## config.mk

```make
export PLATFORM = sky130hd
export DESIGN_NAME = cdb_arbiter_rr
export DESIGN_NICKNAME = d
export VERILOG_FILES = /design/src/rtl/cdb_arbiter_rr.sv
export SDC_FILE = /design/constraint.sdc
export NUM_CORES = 1
export LEC_CHECK = 0
export ABC_AREA = 1
export CAP_MARGIN = 10
export CORE_AREA = 2 2 99 101
export DETAILED_ROUTE_END_ITERATION = 8
export DIE_AREA = 0 0 101 103
export DONT_BUFFER_PORTS = 1
export GPL_ROUTABILITY_DRIVEN = 0
export PLACE_DENSITY_LB_ADDON = 0.3
export REMOVE_ABC_BUFFERS = 1
export SLEW_MARGIN = 40
export SYNTH_ARGS = -nofsm -noshare
export SYNTH_HDL_FRONTEND = slang
export SYNTH_SLANG_ARGS = --single-unit
```

## constraint.sdc

```tcl
create_clock -name clk -period 3.4 [get_ports clk]
set_input_delay 0.34 -clock clk [delete_from_list [all_inputs] [get_ports clk]]
set_output_delay 0.34 -clock clk [all_outputs]
set_load 0.005 [all_outputs]
```

## src/rtl/cdb_arbiter_rr.sv

```systemverilog
// Common-data-bus arbiter: one registered winner per cycle, round-robin or fixed priority.
// Optional starvation override is compiled in with `define CDB_ARB_AGE_EN.
module cdb_arbiter_rr #(
  parameter int NUM_SRC  = 4,
  parameter int DATA_W   = 16,
  parameter int TAG_W    = 3,
  parameter int RR_MODE  = 1,
  parameter int MAX_WAIT = 7
) (
  input  logic                      clk,
  input  logic                      rst_n,
  input  logic [NUM_SRC-1:0]        req,
  input  logic [NUM_SRC*TAG_W-1:0]  req_tag,
  input  logic [NUM_SRC*DATA_W-1:0] req_data,
  input  logic                      stall,
  output logic [NUM_SRC-1:0]        grant,
  output logic                      cdb_valid,
  output logic [TAG_W-1:0]          cdb_tag,
  output logic [DATA_W-1:0]         cdb_data
);

  localparam int PTR_W = $clog2(NUM_SRC);

  logic [PTR_W-1:0]   ptr;
  logic [PTR_W-1:0]   base;
  logic [PTR_W-1:0]   search_idx;
  logic [PTR_W-1:0]   rr_idx;
  logic               rr_found;
  logic [PTR_W-1:0]   win_idx;
  logic [PTR_W-1:0]   ptr_next;
  logic [NUM_SRC-1:0] elig;
  logic [NUM_SRC-1:0] grant_next;
  logic               take;

  // A source granted on the previous edge is masked so a late req drop never double-grants.
  assign elig = req & ~grant;
  assign base = (RR_MODE != 0) ? ptr : '0;

  // Search upward from base with wrap; base is zero in fixed mode, giving lowest-index-wins.
  always_comb begin
    rr_found   = 1'b0;
    rr_idx     = '0;
    search_idx = '0;
    for (int k = 0; k < NUM_SRC; k++) begin
      search_idx = PTR_W'((int'(base) + k) % NUM_SRC);
      if (!rr_found && elig[search_idx]) begin
        rr_found = 1'b1;
        rr_idx   = search_idx;
      end
    end
  end

`ifdef CDB_ARB_AGE_EN
  localparam int AGE_W = $clog2(MAX_WAIT + 1);
  localparam logic [AGE_W-1:0] AGE_MAX = AGE_W'(MAX_WAIT);

  logic [AGE_W-1:0]   age [NUM_SRC];
  logic [NUM_SRC-1:0] urgent;
  logic [PTR_W-1:0]   urg_idx;

  always_comb begin
    urgent  = '0;
    urg_idx = '0;
    for (int i = 0; i < NUM_SRC; i++) begin
      urgent[i] = elig[i] && (age[i] >= AGE_MAX);
    end
    for (int i = NUM_SRC - 1; i >= 0; i--) begin
      if (urgent[i]) urg_idx = PTR_W'(i);
    end
  end

  always_comb begin
    win_idx = rr_idx;
    if (|urgent) win_idx = urg_idx;
  end

  // Waiting includes stalled edges; any grant or dropped request clears the count.
  always_ff @(posedge clk or negedge rst_n) begin
    if (!rst_n) begin
      for (int i = 0; i < NUM_SRC; i++) age[i] <= '0;
    end else begin
      for (int i = 0; i < NUM_SRC; i++) begin
        if (!req[i] || grant_next[i]) age[i] <= '0;
        else if (age[i] < AGE_MAX)    age[i] <= age[i] + 1'b1;
      end
    end
  end
`else
  logic cfg_unused;
  assign cfg_unused = (MAX_WAIT != 0);
  assign win_idx    = rr_idx;
`endif

  assign take     = !stall && rr_found;
  assign ptr_next = (win_idx == PTR_W'(NUM_SRC - 1)) ? '0 : win_idx + 1'b1;

  always_comb begin
    grant_next = '0;
    if (take) grant_next[win_idx] = 1'b1;
  end

  always_ff @(posedge clk or negedge rst_n) begin
    if (!rst_n) begin
      grant     <= '0;
      cdb_valid <= 1'b0;
      cdb_tag   <= '0;
      cdb_data  <= '0;
      ptr       <= '0;
    end else if (take) begin
      grant     <= grant_next;
      cdb_valid <= 1'b1;
      cdb_tag   <= req_tag[int'(win_idx)*TAG_W +: TAG_W];
      cdb_data  <= req_data[int'(win_idx)*DATA_W +: DATA_W];
      ptr       <= ptr_next;
    end else begin
      grant     <= '0;
      cdb_valid <= 1'b0;
      cdb_tag   <= '0;
      cdb_data  <= '0;
    end
  end

endmodule
```

==> run metrics, run 1 <==
Avg Inst Size Synth=6.748 µm²; Total Power=around 2.9 mW; Root Driver=clkbuf_8; FP Rows=36; final max-slew violation count=0; die width=101 µm; yosys warns=0; pre-CTS setup slack=596.8 ps; fmax=roughly 0.35 GHz; Yosys reg bits=26; commonest non-fill, non-tap cell in the layout=inv_1; crit end category=flip-flop; dpl hpwl=4487 µm; Power Dens Cells=1215 nW/µm²; Clock transition at path regs=110 ps; post-CTS setup buffer count=0; worst slew pin tran=503.4 ps; diodes inserted=0; Post-Synthesis Cells=338; fin cells=438; P&R area growth vs syn=3.017%; HP Class=input port to flip-flop; WL per Instance=approximately 15 µm; VDD IR max=0.6095 mV; Ports=107; grt total ovfl=0; Placed Area=~2200 µm²; design area=~2300 µm²; # nets final=412; min setup slack post-route=around 570 ps; crit start category=flip-flop; FILL cells=1,071; register area share after synthesis=28.52%; detailed-route wire length=between 6000 and 7000 µm; minimum clock period=2828 ps; clock latency on the worst-skew pair=280 ps; Initial Util=24.11%; global-route wire length before repair=10,010 µm; layout cell share with drive strength beyond 1=8.025%; Routed Antenna Nets=0; Vias/cell=4.779; clock buffer depth=2; outcome=completed; largest fanout on the critical path=42; DP Cell Count=approximately 430; Sink Count=26; Max-cap violations=0; Cell variety after synth=21; CTS buffer count=3; WP data required=3580 ps; Leak=1.344 nW; Final Hold Fails=0; Clock Skews=5.210 ps; initial antenna violation count=0; setup TNS=0 ps; full die area=10,400 µm²; port bufs=0; Setup violations, final=0; vias in the first global route=between 2,000 and 2,500; DRT iter0 DRCs=58; # H-tree levels=1; total global-route track usage=between 10% and 20%; Setup CP Type=flip-flop to flip-flop; most frequent cells in the layout=inv_1, nand2_1, nand3_1; worst path arrival time=3000 ps; DRC viols=0; Syn Std Cell Area=2281 µm²; footprint of the multi-input gates=about 1100 µm²; CTS tree=yes; FF/Latch Area=about 650 µm²; area of the core=9459 µm²; first-pass iteration count of the detailed router=5; relative slew slack=66.44%; pin count of the biggest net entering global routing=43; via count=2,093; Die Ht=103 µm; period utilization=83.19%; RSZ-0062 raised after global routing=no
## power breakdown
part           switching, mW  internal, mW
Clock                  0.117         0.158
Sequential            0.0993         0.439
Combinational           1.41         0.633
## repair_timing
item,4_1_cts,5_1_grt
endpoints found under the hold margin,26,0
gates resized for setup,0,0
hold buffers,2,0
## final cells by class
type | instances | share of cell area (%)
Inverter | 91 | 14.75
Multi-Input combinational cell | 198 | 46.22
Timing Repair Buffer | 5 | 2.236
Sequential cell | 26 | 27.69
Tap cell | 114 | 6.070
Clock inverter | 1 | 1.278
Clock buffer | 3 | 1.757
## registers in the layout, indices dropped and copies added (netlist names)
name and cells:
base 2, cdb_data 16, cdb_tag 3, cdb_valid 1
grant 4
## cell usage after synthesis
cell type	count	area, µm²
a21oi_1	19	95.09
buf_2	8	40.04
buf_4	1	7.510
buf_6	13	146.4
clkbuf_1	1	3.750
dfrtp_1	26	650.6
ha_1	4	50.05
inv_1	89	334.1
inv_2	1	3.750
inv_6	1	8.760
nand2_1	62	232.7
nand2_2	3	18.77
nand2_4	4	45.04
nand3_1	51	255.2
nand3_2	4	40.04
nand3_4	2	35.03
nand4_1	41	256.5
nand4_4	1	21.27
nor2_1	4	15.01
nor2_4	1	11.26
o21ai_0	2	10.01
## per-layer routing
layer | vias up | track usage (%) | routed length, µm
met5 | - | 0 | 0
met4 | 0 | 2.911 | 44
met2 | 81 | 21.54 | 3046
met3 | 4 | 2.169 | 339
met1 | 971 | 15.67 | 2950
li1 | 1037 | - | -
## worst paths after layout
check                      slack, ps                endpoint  depth (start not counted)           startpoint
setup reg to reg                 570     base[1]$_DFFE_PN0P_                         12  base[0]$_DFFE_PN0P_
setup / recovery                 570     base[1]$_DFFE_PN0P_                         12  base[0]$_DFFE_PN0P_
max in group asynchronous       2750    cdb_tag[1]$_DFF_PN0_                          2                rst_n
hold / removal                   120     cdb_valid$_DFF_PN0_                          1                stall
min in group asynchronous        480  cdb_data[11]$_DFF_PN0_                          2                rst_n
hold reg to reg                  770     base[1]$_DFFE_PN0P_                          2  base[1]$_DFFE_PN0P_
## cells by family after synthesis
| kind of cell | synth area share (%) |
|---|---|
| flip-flops | 28.52 |
| adder cells (fa/ha/maj) | 2.194 |
| AO/OA/AOI/OAI | 4.608 |
| AND/OR/NAND/NOR | 40.81 |
| buffers and inverters | 23.86 |
## critical path, stage by stage (launching register included)
cell     delay [ps]
dfrtp_1         610
inv_6           100
nand2_1         100
nand2_2          90
nand3_2          90
nand2_4          90
nand2_4         100
nand3_4         360
nand3_4         580
inv_1           140
ha_1            320
nand2_1          60
o21ai_0          60
## metrics by stage
stage / utilization [%] / hold WS, ps
after floorplan: - / 44.41
final: 24.84 / 119.3
after CTS: 24.84 / 103.3
after global placement: 23.77 / 45.06
after global routing: 24.84 / 97.90
after detailed placement: 23.77 / 45.02
Note: power is estimated with default switching activity, not from simulation.
==> run 2: changes to the inputs <==
==> constraint.sdc (replaced) <==
create_clock -name clk -period 2.55 [get_ports clk]
set_input_delay 0.255 -clock clk [delete_from_list [all_inputs] [get_ports clk]]
set_output_delay 0.255 -clock clk [all_outputs]
set_load 0.005 [all_outputs]
==> run 2 against run 1 <==
Net effect: global-route usage decreased by 0.15 points; register-to-register slack got worse by 230 ps; sequential share of layout area shrank 0.66 points; largest cell class unchanged; non-clock buffer count increased by 6; fmax is 28% higher; power up 39%; first-iteration DRC count up 22%; final cell count up 1.4%.
==> run metrics, run 2 (same netlist as run 1, synthesis figures left out) <==
outcome=completed (unchanged); Clock Skews=14.02 ps (was 5.210 ps); worst path arrival time=2370 ps (was 3000 ps); Total Power=3.980 mW (was 2.855 mW); detailed-route wire length=6427 µm (was 6382 µm); Biggest register=cdb_data (unchanged); crit-path cells=nand3_1 -> nand2_1 -> nand2_1 -> nand2_1 -> nand2_4 -> nand3_4 -> nand3_4 -> inv_1 -> ha_1 -> nand2_1 -> o21ai_0 (was inv_6 -> nand2_1 -> nand2_2 -> nand3_2 -> nand2_4 -> nand2_4 -> nand3_4 -> nand3_4 -> inv_1 -> ha_1 -> nand2_1 -> o21ai_0); WP data required=2710 ps (was 3580 ps); largest fanout on the critical path=22 (was 42); via count=2,139 (was 2,093); final max-slew violation count=0 (unchanged); Power Dens Cells=1653 nW/µm² (was 1215 nW/µm²); Root Driver=clkbuf_8 (unchanged); FP Rows=36 (unchanged); flip-flop count of the largest register after layout=16 (unchanged); dpl hpwl=4638 µm (was 4487 µm); pin count of the biggest net entering global routing=39 (was 43); CP max stage delay=590 ps (was 610 ps); vias in the first global route=1,955 (was 2,033); Die Ht=103 µm (unchanged); HP Class=input port to flip-flop (unchanged); WL per Instance=14.48 µm (was 14.57 µm); P&R area growth vs syn=5.540% (was 3.017%); grt total ovfl=0 (unchanged); clock buffer depth=2 (unchanged); fmax=0.4523 GHz (was 0.3536 GHz); Leak=1.378 nW (was 1.344 nW); Crit path buffers/inverters=1 (was 2); commonest non-fill, non-tap cell in the layout=inv_1 (unchanged); crit start category=flip-flop (unchanged); # nets final=418 (was 412); critical register-to-register path startpoint=base[0]$_DFFE_PN0P_ (unchanged); design area=2407 µm² (was 2350 µm²); Setup violations, final=0 (unchanged); post-CTS setup buffer count=0 (unchanged); CTS tree=yes (unchanged); area of the core=9459 µm² (unchanged); DP Cell Count=438 (was 432); clock latency on the worst-skew pair=290 ps (was 280 ps); Routed Antenna Nets=0 (unchanged); minimum clock period=2211 ps (was 2828 ps); Placed Area=2306 µm² (was 2248 µm²); Max-cap violations=0 (unchanged); cell mode on critical path=nand2_1; Largest regs=cdb_data: 16 flops, grant: 4 flops, cdb_tag: 3 flops (unchanged); Initial Util=24.11% (unchanged); port bufs=0 (unchanged); diodes inserted=0 (unchanged); die width=101 µm (unchanged); fin cells=444 (was 438); DRT iter0 DRCs=71 (was 58); total global-route track usage=12.11% (was 12.25%); Final Hold Fails=0 (unchanged); Setup CP Type=flip-flop to flip-flop (unchanged); global-route wire length before repair=9942 µm (was 10,010 µm); worst slew pin tran=519.5 ps (was 503.4 ps); initial antenna violation count=0 (unchanged); first-pass iteration count of the detailed router=5 (unchanged); Vias/cell=4.818 (was 4.779); VDD IR max=0.6758 mV (was 0.6095 mV); full die area=10,400 µm² (unchanged); # H-tree levels=1 (unchanged); most frequent cells in the layout=inv_1, nand2_1, nand3_1 (unchanged); CP max-delay cell=dfrtp_1 (unchanged); FILL cells=1,059 (was 1,071); Clock transition at path regs=110 ps (about the same); RSZ-0062 raised after global routing=no (unchanged); Top Family by Delay on Critical Path=simple AND/OR/NAND/NOR gates (unchanged); Sink Count=26 (unchanged); CTS buffer count=3 (unchanged); setup TNS=0 ps (unchanged); hold_sp=stall (unchanged); critical path startpoint=base[0]$_DFFE_PN0P_ (unchanged); crit end category=flip-flop (unchanged); Ports=107 (unchanged); DRC viols=0 (unchanged); relative slew slack=65.33% (was 66.44%); layout cell share with drive strength beyond 1=9.394% (was 8.025%); period utilization=86.70% (was 83.19%)
-- run 2: cell types whose count changed in the layout (fill, tap and decap cells not counted), sizes merged --
cell | previous run | this run
buf | 4 | 10
-- run 2: cell type report --
| type | count | area (µm²) | share of cell area, % |
|---|---|---|---|
| clock buffers | 3 | 41.29 | 1.715 |
| clock inverters | 1 | 30.03 | 1.247 |
| inverters | 91 | 346.6 | 14.40 |
| multi-input cells | 198 | 1086 | 45.11 |
| flip-flops and latches | 26 | 650.6 | 27.03 |
| well taps | 114 | 142.6 | 5.925 |
| repair buffers | 11 | 110.1 | 4.574 |
-- run 2: path summary, 6_finish.rpt --
kind,to,slack (ps),depth (start not counted)
worst min register to register,base[1]$_DFFE_PN0P_,790,2
worst min-delay path,cdb_valid$_DFF_PN0_,160,2
worst max register to register,base[1]$_DFFE_PN0P_,340,11
worst max-delay path,base[1]$_DFFE_PN0P_,340,11
max in group asynchronous,cdb_data[15]$_DFF_PN0_,2000,2
min in group asynchronous,cdb_valid$_DFF_PN0_,380,2
-- run 2: through the flow --
step / hold slack, ps / utilization [%] / setup slack [ps]
2_1_floorplan: -40.59 / - / 119.7
3_3_place_gp: -39.98 / 24.38 / 382.8
3_5_place_dp: -39.81 / 24.38 / 343.7
4_1_cts: 145.2 / 25.45 / 306.8
5_1_grt: 148.8 / 25.45 / 131.2
6_report: 155.1 / 25.45 / 339.3
-- run 2: power by group --
group | internal (mW) | switching (mW) | leakage, nW
registers | 0.585 | 0.140 | 0.337
logic | 0.972 | 1.92 | 1.01
clock network | 0.211 | 0.157 | 0.0357
total | 1.77 | 2.21 | 1.38
-- run 2: timing repair --
action	CTS	global route
resized for setup	0	0
hold endpoints to repair	26	0
hold buffers	2	0
-- run 2: metal layers --
metal  routed length, µm  vias up  global-route usage [%]
li1                    -     1053                       -
met2                3054       73                   20.77
met3                 365        7                   2.373
met4                  50        0                   2.495
met5                   0        -                       0
met1                2957     1006                   15.92
==> run 3: changes to the inputs <==
--- a/config.mk
+++ b/config.mk
@@ -8,12 +8,14 @@
 export ABC_AREA = 1
 export CAP_MARGIN = 10
 export CORE_AREA = 2 2 99 101
+export CTS_BUF_LIST = sky130_fd_sc_hd__clkbuf_16
 export DETAILED_ROUTE_END_ITERATION = 8
 export DIE_AREA = 0 0 101 103
 export DONT_BUFFER_PORTS = 1
 export GPL_ROUTABILITY_DRIVEN = 0
 export PLACE_DENSITY_LB_ADDON = 0.3
 export REMOVE_ABC_BUFFERS = 1
+export SKIP_CTS_REPAIR_TIMING = 1
 export SLEW_MARGIN = 40
 export SYNTH_ARGS = -nofsm -noshare
 export SYNTH_HDL_FRONTEND = slang
==> run 3 against run 2 <==
Net effect: via count decreased by 0.56%; setup slack improved by 11 ps; design area grew 1.4%; sequential share of layout area decreased by 0.37 points; largest power group unchanged.
==> run metrics, run 3 (same netlist as run 1, synthesis figures left out) <==
grt total ovfl=0 (unchanged); area of the core=9459 µm² (unchanged); Routed Antenna Nets=0 (unchanged); Placed Area=2306 µm² (unchanged); design area=2441 µm² (was 2407 µm²); fmax=0.4546 GHz (was 0.4523 GHz); Setup CP Type=flip-flop to flip-flop (unchanged); DRT iter0 DRCs=78 (was 71); # H-tree levels=1 (unchanged); WL per Instance=14.41 µm (was 14.48 µm); layout cell share with drive strength beyond 1=9.394% (unchanged); P_sw=2.217 mW (was 2.212 mW); dpl hpwl=4638 µm (unchanged); diodes inserted=0 (unchanged); Total Power=4.088 mW (was 3.980 mW); worst slew pin tran=519.6 ps (was 519.5 ps); Sequential Power Share=17.7% (was 18.2%); P&R area growth vs syn=7.021% (was 5.540%); Final Hold Fails=0 (unchanged); crit end category=flip-flop (unchanged); Max-cap violations=0 (unchanged); Sink Count=26 (unchanged); initial antenna violation count=0 (unchanged); FILL cells=1,055 (was 1,059); final max-slew violation count=0 (unchanged); DP Cell Count=438 (unchanged); worst path arrival time=2340 ps (was 2370 ps); FP Rows=36 (unchanged); port bufs=0 (unchanged); die width=101 µm (unchanged); commonest non-fill, non-tap cell in the layout=inv_1 (unchanged); relative slew slack=65.33% (about the same); flop-to-flop setup slack=350 ps (was 340 ps); VDD IR max=0.7301 mV (was 0.6758 mV); crit start category=flip-flop (unchanged); Ports=107 (unchanged); Clock power frac=11.7% (was 9.2%); Initial Util=24.11% (unchanged); Comb pwr share=70.6% (was 72.5%); detailed-route wire length=6397 µm (was 6427 µm); clock buffer depth=2 (unchanged); first-pass iteration count of the detailed router=5 (unchanged); Vias/cell=4.791 (was 4.818); Clock Skews=10.69 ps (was 14.02 ps); flip-flop count of the largest register after layout=16 (unchanged); Root Driver=clkbuf_16 (was clkbuf_8); WP data required=2690 ps (was 2710 ps); DRC viols=0 (unchanged); vias in the first global route=1,947 (was 1,955); minimum clock period=2200 ps (was 2211 ps); outcome=completed (unchanged); full die area=10,400 µm² (unchanged); most frequent cells in the layout=inv_1, nand2_1, nand3_1 (unchanged); RSZ-0062 raised after global routing=no (unchanged); Die Ht=103 µm (unchanged); global-route wire length before repair=9929 µm (was 9942 µm); Setup violations, final=0 (unchanged); Int Pwr=1.871 mW (was 1.768 mW); largest fanout on the critical path=22 (unchanged); Fin Hold WS=183.2 ps (was 155.1 ps); Leak=1.394 nW (was 1.378 nW); CTS tree=yes (unchanged); # nets final=418 (unchanged); via count=2,127 (was 2,139); Clock transition at path regs=80 ps (was 110 ps); setup TNS=0 ps (unchanged); HP Class=input port to flip-flop (unchanged); Power Dens Cells=1675 nW/µm² (was 1653 nW/µm²); CTS buffer count=3 (unchanged); clock latency on the worst-skew pair=270 ps (was 290 ps); total global-route track usage=11.99% (was 12.11%); fin cells=444 (unchanged); pin count of the biggest net entering global routing=39 (unchanged); Largest regs=cdb_data: 16 flops, grant: 4 flops, cdb_tag: 3 flops (unchanged); period utilization=86.26% (was 86.70%); Biggest register=cdb_data (unchanged); Sw Ratio=54.23% (was 55.58%)
==> run 3: cell counts in the layout (fill, tap and decap cells not counted) <==
No cell type changed its count.
==> run 3: power groups by stage <==
| stage | registers [mW] | logic (mW) | clock network, mW |
|---|---|---|---|
| 4_1_cts | 0.735 | 2.91 | 0.497 |
| 3_5_place_dp | 0.741 | 2.90 | 0 |
| 6_report | 0.726 | 2.89 | 0.477 |
| 5_1_grt | 0.749 | 3.23 | 0.510 |
| 2_1_floorplan | 0.684 | 2.04 | 0 |
| 3_3_place_gp | 0.743 | 2.90 | 0 |
==> run 3: final timing paths <==
check                                              end                start  cells past startpoint
worst max-delay path               base[1]$_DFFE_PN0P_  base[0]$_DFFE_PN0P_                     11
worst min-delay path               cdb_valid$_DFF_PN0_                stall                      2
worst max register to register     base[1]$_DFFE_PN0P_  base[0]$_DFFE_PN0P_                     11
worst min register to register     base[1]$_DFFE_PN0P_  base[1]$_DFFE_PN0P_                      2
max in group asynchronous       cdb_data[15]$_DFF_PN0_                rst_n                      2
min in group asynchronous          cdb_valid$_DFF_PN0_                rst_n                      2
==> run 3: critical path, cell delays in order, from the launching register on <==
cell,delay (ps)
dfrtp_1,580
nand3_1,210
nand2_1,150
nand2_1,60
nand2_1,110
nand2_4,80
nand3_4,70
nand3_4,260
inv_1,170
ha_1,240
nand2_1,60
o21ai_0,80
==> run 3: layout make-up <==
cell class                      instances  area, µm²  area share, %
Clock buffer                            3      75.07          3.075
Tap cell                              114      142.6          5.843
Sequential cell                        26      650.6          26.65
Timing Repair Buffer                   11      110.1          4.511
Clock inverter                          1      30.03          1.230
Multi-Input combinational cell        198       1086          44.49
Inverter                               91      346.6          14.20
==> run 3: per-layer routing <==
metal  GRT usage, %  part of all wire, %
met2          20.82                   48
met3          2.373                  5.4
met4          1.559                 0.27
met1          15.92                   46
met5              0                    0
==> run 3: stage by stage <==
step,setup WS (ps),utilization (%)
after detailed placement,343.7,24.38
after CTS,313.3,25.49
after floorplan,119.7,-
after global placement,382.8,24.38
final,350.3,25.81
after global routing,142.2,25.81
